### config.mk
export PLATFORM = sky130hd
export DESIGN_NAME = hwce_stream_start_resp
export DESIGN_NICKNAME = d
export VERILOG_FILES = /design/src/rtl/hwce_stream_start_resp.sv
export SDC_FILE = /design/constraint.sdc
export NUM_CORES = 1
export LEC_CHECK = 0
export CORE_ASPECT_RATIO = 2
export CORE_MARGIN = 2
export CORE_UTILIZATION = 47
export CTS_CLUSTER_SIZE = 30
export DETAILED_ROUTE_END_ITERATION = 7
export DONT_BUFFER_PORTS = 1
export HOLD_SLACK_MARGIN = 0.12
export SLEW_MARGIN = 5
export SYNTH_ARGS = -nofsm -noshare
export SYNTH_HDL_FRONTEND = slang
export SYNTH_SLANG_ARGS = --single-unit
### constraint.sdc
create_clock -name clk -period 2.3 [get_ports clk]
set_input_delay 0.69 -clock clk [delete_from_list [all_inputs] [get_ports clk]]
set_output_delay 0.69 -clock clk [all_outputs]
set_load 0.1 [all_outputs]
### src/rtl/hwce_stream_start_resp.sv
// hwce_stream_start_resp: start-handshake responder that issues a strided word-address stream
module hwce_stream_start_resp #(
    parameter int ADDR_WIDTH   = 32,
    parameter int SIZE_WIDTH   = 16,
    parameter int STRIDE_WIDTH = 16
) (
    input  logic                    clk,
    input  logic                    rst_n,
    input  logic                    clear_i,
    input  logic                    req_start_i,
    output logic                    ready_start_o,
    input  logic [ADDR_WIDTH-1:0]   base_addr_i,
    input  logic [SIZE_WIDTH-1:0]   trans_size_i,
    input  logic [SIZE_WIDTH-1:0]   line_length_i,
    input  logic [STRIDE_WIDTH-1:0] line_stride_i,
    output logic [ADDR_WIDTH-1:0]   addr_o,
    output logic                    addr_valid_o,
    input  logic                    addr_ready_i,
    output logic                    busy_o,
    output logic                    done_o
);
    typedef enum logic [1:0] {IDLE, RUN, DONE} state_t;
    state_t                  state;
    logic [SIZE_WIDTH-1:0]   last, line_last, word_cnt, line_cnt;
    logic                    line_en;
    logic [STRIDE_WIDTH-1:0] stride;
    logic [ADDR_WIDTH-1:0]   line_base, next_base;
    assign next_base     = line_base + ADDR_WIDTH'(stride);
    assign ready_start_o = state == IDLE;
    assign addr_valid_o  = state == RUN;
    assign busy_o        = state != IDLE;
    assign done_o        = state == DONE;
    always_ff @(posedge clk) begin
        if (!rst_n || clear_i) begin
            state     <= IDLE;
            addr_o    <= '0;
            line_base <= '0;
            last      <= '0;
            line_last <= '0;
            line_en   <= 1'b0;
            stride    <= '0;
            word_cnt  <= '0;
            line_cnt  <= '0;
        end else begin
            case (state)
                IDLE: if (req_start_i) begin
                    // terminal counts are stored pre-decremented so the counters never need to reach size
                    last      <= trans_size_i - SIZE_WIDTH'(1);
                    line_last <= line_length_i - SIZE_WIDTH'(1);
                    line_en   <= line_length_i != '0;
                    stride    <= line_stride_i;
                    addr_o    <= base_addr_i;
                    line_base <= base_addr_i;
                    word_cnt  <= '0;
                    line_cnt  <= '0;
                    state     <= trans_size_i == '0 ? DONE : RUN;
                end
                RUN: if (addr_ready_i) begin
                    word_cnt <= word_cnt + SIZE_WIDTH'(1);
                    if (word_cnt == last) begin
                        state <= DONE;
                    end else if (line_en && line_cnt == line_last) begin
                        line_base <= next_base;
                        addr_o    <= next_base;
                        line_cnt  <= '0;
                    end else begin
                        addr_o   <= addr_o + ADDR_WIDTH'(4);
                        line_cnt <= line_cnt + SIZE_WIDTH'(1);
                    end
                end
                default: state <= IDLE;
            endcase
        end
    end
endmodule

==> flow_metrics.py, run 1 <==
metrics = {
    "pwr": {
        "power_frac_seq_pct": 39.1,
        "leakage_nw": 4.23,
        "power_density_nw_per_um2": 609,
        "ir_drop_v": 0.000386,
        "combPwrFrac_pct": 19.8,
        "finalPower_mw": 7.01,
        "switching_share_pct": 29.7,
        "power_switching_mw": 2.08,
        "p_clk_share_pct": 41.1,
        "p_int_mw": 4.93,
    },
    "detailed_routing": {
        "via_count": 8836,
        "wl_per_cell_um": 20.2,
        "viasPerCell": 6.02,
        "drc": 0,
        "ant_nets": 0,
        "dr.first_iter.drc_count": 361,
        "wl_um": 29600,
        "drtPass1Iterations": 5,
    },
    "setup_path": {
        "crit_type": "reg2reg",
        "reg2reg_from": "line_base[0]",
        "path_cells": "ha_4 > inv_2 > fa_2 > nand2b_4 > a21oi_4 > nor4b_2 > o211ai_1 > buf_4 > nand3b_1 > buf_6 > xnor2_2 > nor2_2 > nor4_2",
        "cp-start-kind": "register",
        "critPathMaxStageDelay_ns": 0.37,
        "crit_fanout": 7,
        "endpoint": "addr_o[18]",
        "cp_data_arrival_time_ns": 2.80,
        "crit_required_ns": 2.64,
        "regToRegSetupSlack_ns": -0.17,
        "r2r-end": "addr_o[18]",
        "cp_slowest_cell": "fa_2",
        "rr_worst_depth": 13,
        "cp-end-kind": "register",
        "cp-startpoint": "line_base[0]",
    },
    "run_status": {
        "status": "finished, violations left",
        "violations": "negative setup slack",
    },
    "floorplanning": {
        "die_h_um": 194,
        "die_w_um": 99.2,
        "row_count": 69,
        "dieArea_um2": 19300,
        "initial_core_util_pct": 47.9,
        "io_pins": 121,
        "core_area_um2": 17800,
    },
    "synthesis": {
        "synthTopCellsByArea": "dfxtp_1, xnor2_1, nor2_1",
        "yosys_warnings": 0,
        "synth_cells": 1094,
        "synthFlopType": "dfxtp_1",
        "synth_edf_count": 0,
        "synth.most_common_cell": "dfxtp_1",
        "synth-seq-cells": 147,
        "synthTopCellsByCount": "dfxtp_1, nor2_1, nand2_1",
        "ys_async_sr_fraction_pct": 0,
        "synth_top_area_share_pct": 34.6,
        "ys_types": 69,
        "yosysTopAreaCell": "dfxtp_1",
        "syn_nets": 1201,
        "ys_seq_area_share_pct": 34.6,
        "syn_area_um2": 8520,
        "avgSynthCellArea_um2": 7.79,
    },
    "place": {
        "hpwlAfterDp_um": 21800,
        "numPortBuffers": 0,
        "placed_cells": 1423,
        "gp_congestion": 0.981,
    },
    "timing": {
        "fin_skew_ns": 0.0157,
        "tns_ns": -1.70,
        "fin_ws_ns": -0.166,
        "finalHoldViolations": 0,
        "fmax_ghz": 0.406,
        "setup_viol": 16,
        "rsz0062_at_grt": "yes",
        "slew_violations": 0,
        "slew_headroom_pct": 64.1,
        "worst_pin_slew_ns": 0.538,
        "period_needed_ns": 2.47,
        "finalCritPeriodShare_pct": 107,
    },
    "global_route": {
        "antenna_found_initial": 1,
        "grt_overflow": 0,
        "grt_pass1_vias": 8621,
        "grt.met2_usage_pct": 55.2,
        "gr-usage-met3_pct": 5.54,
        "grtUsageTotal_pct": 29.4,
        "grt_max_degree": 45,
        "grt_busiest_layer": "met2",
        "grt_pass1_wl_um": 44500,
        "use_met1_pct": 29.7,
    },
    "cts": {
        "numClockSinks": 147,
        "cts_max_path_buffers": 2,
        "postCtsHoldBufs": 0,
        "cts_tree": "built",
        "htreeDepth": 4,
        "cts-root-buf": "clkbuf_16",
        "cts_buffers": 17,
        "insertion_delay_ns": 0.44,
        "path_clk_slew_ns": 0.06,
    },
    "finish": {
        "nets": 1348,
        "drive_gt1_share_pct": 29.7,
        "n_antenna_cell": 0,
        "stdcell_count": 1467,
        "area_growth_pct": 35.1,
    },
    "hold_path": {
        "hp-class": "in2reg",
    },
    "flow_run": {
        "drv_cap": 0,
    },
}
## stage by stage
step                      setup WS [ns]  hold WS, ns  utilization, %  cell area, um^2
after floorplan                 -0.0140        0.441               -             8650
after global placement           -0.175        0.448            57.0            10100
after detailed placement         -0.235        0.456            57.0            10100
after CTS                        -0.170        0.329            61.6            10900
after global routing             -0.285        0.343            64.7            11500
final                            -0.166        0.353            64.7            11500
## cells in the final DEF, fill, tap and decap left out, drive strengths merged, types with 7 or more instances in the layout
| master | n |
|---|---|
| o21a | 11 |
| xnor2 | 79 |
| a211oi | 40 |
| nand2 | 109 |
| buf | 187 |
| xor2 | 34 |
| nor3 | 39 |
| o21ai | 53 |
| nor4 | 15 |
| o221ai | 11 |
| dfxtp | 147 |
| a21oi | 100 |
| and4 | 7 |
| nand4 | 31 |
| and3 | 12 |
| nor2 | 142 |
| ha | 21 |
| a311oi | 7 |
| clkbuf | 23 |
| or3 | 11 |
| nand3 | 46 |
| inv | 26 |
| a31oi | 11 |
## repair_timing
item                       4_1_cts  5_1_grt
gates resized for setup         35       99
gates cloned                     0        2
setup endpoints to repair       76      109
pin swaps                       23       58
buffers inserted                 2        9
## how the worst min path moves through the flow
stage | startpoint | end | depth (start not counted)
floorplan | stride[0] | stride[0] | 2
global placement | stride[9] | stride[9] | 2
detailed placement | stride[9] | stride[9] | 2
CTS | trans_size_i[0] | last[0] | 1
global route | line_length_i[0] | line_last[0] | 1
finish | trans_size_i[0] | last[0] | 1
## flip-flops by register name, indices dropped and copies added, names as in the netlist
register / flops
line_en: 1
line_cnt: 16
state: 2
addr_o: 32
line_last: 16
line_base: 32
stride: 16
word_cnt: 16
last: 16
## logic make-up (layout without fill, tap and decap cells)
family          count (synthesis)  in the layout  share of synthesized area [%]
compound gates                280            280                           20.9
xor+xnor                      113            113                           11.6
fa+ha+maj                      22             22                           3.32
buf+inv                        86            246                           4.36
flops                         147            147                           34.6
mux                             3              3                          0.353
simple gates                  443            443                           24.9
## layout make-up
type                       instances  area [um^2]
fill                            1544         6280
multi-input combinational        861         5860
sequential                       147         3020
timing repair buffer             189         1660
clock buffer                      21          450
tap                              213          267
clock inverter                    11          154
inverter                          25         96.3
## layer usage
layer	vias up	wire length [um]
li1	4256	-
met1	4142	10000
met2	342	16200
met3	94	1810
met4	2	1570
met5	-	13
## power groups by stage
stage / clock [mW] / combinational, mW / sequential [mW]
global route: 3.02 / 1.48 / 2.75
floorplan: 0 / 0.651 / 2.93
finish: 2.88 / 1.39 / 2.74
global placement: 0 / 1.25 / 2.78
detailed placement: 0 / 1.26 / 2.78
CTS: 2.93 / 1.29 / 2.73
## worst max-delay path, delay by kind of cell, from the launching register on
family / cells / cell delay (ns)
buf+inv: 3 / 0.37
flops: 1 / 0.35
compound gates: 2 / 0.35
simple gates: 5 / 0.63
xor+xnor: 1 / 0.16
fa+ha+maj: 2 / 0.51
(Power assumes the default switching activity.)
==> run 2: changes to the inputs <==
SKIP_LAST_GASP = 1   (was default)
SLEW_MARGIN = 20   (was 5)
==> run 2 against run 1 <==
The run still ends with negative setup slack left. Die area is the same. Clock-buffer cell count is the same. Non-clock buffer count is the same. Flip-flop and latch count is the same. Setup slack lost 0.0026 ns. Via count shrank 0.45%. Clock power is essentially flat. Utilization shrank 0.18 points. Total power shrank 0.12%. Cell count is the same. Routed wire length shrank 0.54%. Global-route usage is the same. Critical path type unchanged. Largest cell class unchanged.
==> flow_metrics.py, run 2 (synthesized netlist as in run 1, its figures left out) <==
metrics = {
    "detailed_routing": {
        "drtPass1Iterations": 4,
        "viasPerCell": 6.00,
        "wl_per_cell_um": 20.1,
        "drc": 0,
        "wl_um": 29400,
        "ant_nets": 0,
        "via_count": 8796,
        "dr.first_iter.drc_count": 331,
    },
    "cts": {
        "cts_tree": "built",
        "cts_max_path_buffers": 2,
        "insertion_delay_ns": 0.44,
        "htreeDepth": 4,
        "cts-root-buf": "clkbuf_16",
        "numClockSinks": 147,
        "path_clk_slew_ns": 0.06,
        "cts_buffers": 17,
        "postCtsHoldBufs": 0,
    },
    "finish": {
        "drive_gt1_share_pct": 29.0,
        "area_growth_pct": 34.7,
        "reg_top3": "addr_o x32, line_base x32",
        "nFillCells": 1547,
        "final_common_cell": "buf_4",
        "nets": 1348,
        "final_cell_mix": "buf_4, nor2_1, dfxtp_1, nand2_1, a21oi_1",
        "stdcell_count": 1467,
        "n_antenna_cell": 0,
        "final_area_um2": 11500,
        "fin_util_pct": 64.5,
    },
    "global_route": {
        "antenna_found_initial": 1,
        "grt_max_degree": 45,
        "grt_pass1_vias": 8621,
        "grtUsageTotal_pct": 29.4,
        "grt_pass1_wl_um": 44500,
        "grt_overflow": 0,
    },
    "timing": {
        "fin_skew_ns": 0.0124,
        "finalCritPeriodShare_pct": 107,
        "finalHoldViolations": 0,
        "period_needed_ns": 2.47,
        "slew_headroom_pct": 63.7,
        "setup_viol": 16,
        "slew_violations": 0,
        "rsz0062_at_grt": "yes",
        "fin_ws_ns": -0.168,
        "fmax_ghz": 0.405,
        "worst_pin_slew_ns": 0.543,
    },
    "run_status": {
        "status": "finished, violations left",
        "violations": "negative setup slack",
    },
    "hold_path": {
        "holdCritStartpoint": "line_length_i[0]",
        "hp-class": "in2reg",
    },
    "place": {
        "placed_area_um2": 10100,
        "placed_cells": 1423,
        "gp_congestion": 0.981,
        "hpwlAfterDp_um": 21800,
        "numPortBuffers": 0,
    },
    "setup_path": {
        "path_buf_inv": 3,
        "crit_fanout": 7,
        "cp_data_arrival_time_ns": 2.81,
        "cp-start-kind": "register",
        "worst_path_dominant_cell_family": "simple AND/OR/NAND/NOR gates",
        "cp-end-kind": "register",
        "crit_type": "reg2reg",
        "crit_required_ns": 2.64,
        "critPathMaxStageDelay_ns": 0.37,
        "reg2reg_from": "line_base[0]",
        "cp_slowest_cell": "fa_2",
        "path_cells": "ha_4 > inv_2 > fa_2 > nand2b_4 > a21oi_4 > nor4b_2 > o211ai_1 > buf_4 > nand3b_1 > buf_6 > xnor2_2 > nor2_2 > nor4_2",
        "cp-startpoint": "line_base[0]",
    },
    "floorplanning": {
        "row_count": 69,
        "die_w_um": 99.2,
        "initial_core_util_pct": 47.9,
        "core_area_um2": 17800,
        "dieArea_um2": 19300,
        "die_h_um": 194,
        "io_pins": 121,
    },
    "pwr": {
        "leakage_nw": 4.22,
        "ir_drop_v": 0.000386,
        "power_density_nw_per_um2": 610,
    },
    "flow_run": {
        "drv_cap": 0,
    },
}
[run 2: worst register-to-register path, delay by kind of cell (launching register included)]
family / cells / cell delay (ns)
AO/OA/AOI/OAI: 2 / 0.35
XOR/XNOR: 1 / 0.16
adder cells (fa/ha/maj): 2 / 0.51
buffers and inverters: 3 / 0.37
flip-flops: 1 / 0.35
AND/OR/NAND/NOR: 5 / 0.63
[run 2: where the power goes]
part,total (mW),internal [mW],switching [mW]
sequential,2.74,2.65,0.0908
clock,2.88,1.74,1.14
combinational,1.38,0.536,0.844
[run 2: area by class of cell]
cell class	instances	area, um^2	area share (%)
clock buffers	21	450	3.92
clock inverters	11	154	1.34
inverters	25	96.3	0.840
multi-input cells	861	5840	50.9
flip-flops and latches	147	3020	26.3
well taps	213	267	2.32
repair buffers	189	1660	14.4
[run 2: worst paths after layout]
kind,to,slack (ns),cells past startpoint
min,line_last[0],0.35,1
max reg2reg,addr_o[18],-0.17,13
max,addr_o[18],-0.17,13
min reg2reg,stride[13],0.47,2
[run 2: stage by stage]
step	total power, mW	hold WS, ns	setup slack, ns	setup TNS [ns]
4_1_cts	6.95	0.329	-0.170	-1.69
3_3_place_gp	4.03	0.448	-0.175	-2.81
6_report	7.00	0.352	-0.168	-1.69
3_5_place_dp	4.04	0.456	-0.235	-4.73
2_1_floorplan	3.58	0.441	-0.0140	-0.0140
5_1_grt	7.24	0.343	-0.285	-4.46
[run 2: repair_timing]
action | 4_1_cts | 5_1_grt
endpoints found under the hold margin | 0 | 0
setup endpoints to repair | 76 | 109
cloned | 0 | 2
pin swaps | 23 | 52
setup buffers | 2 | 9
resized for setup | 35 | 90
[run 2: routing by layer]
layer  track usage (%)  up-vias  routed length (um)
met4              15.6        2                1660
met5                 0        -                  13
met3              5.54      104                1820
met1              29.7     4090                9970
met2              55.2      338               16000
li1                  -     4262                   -
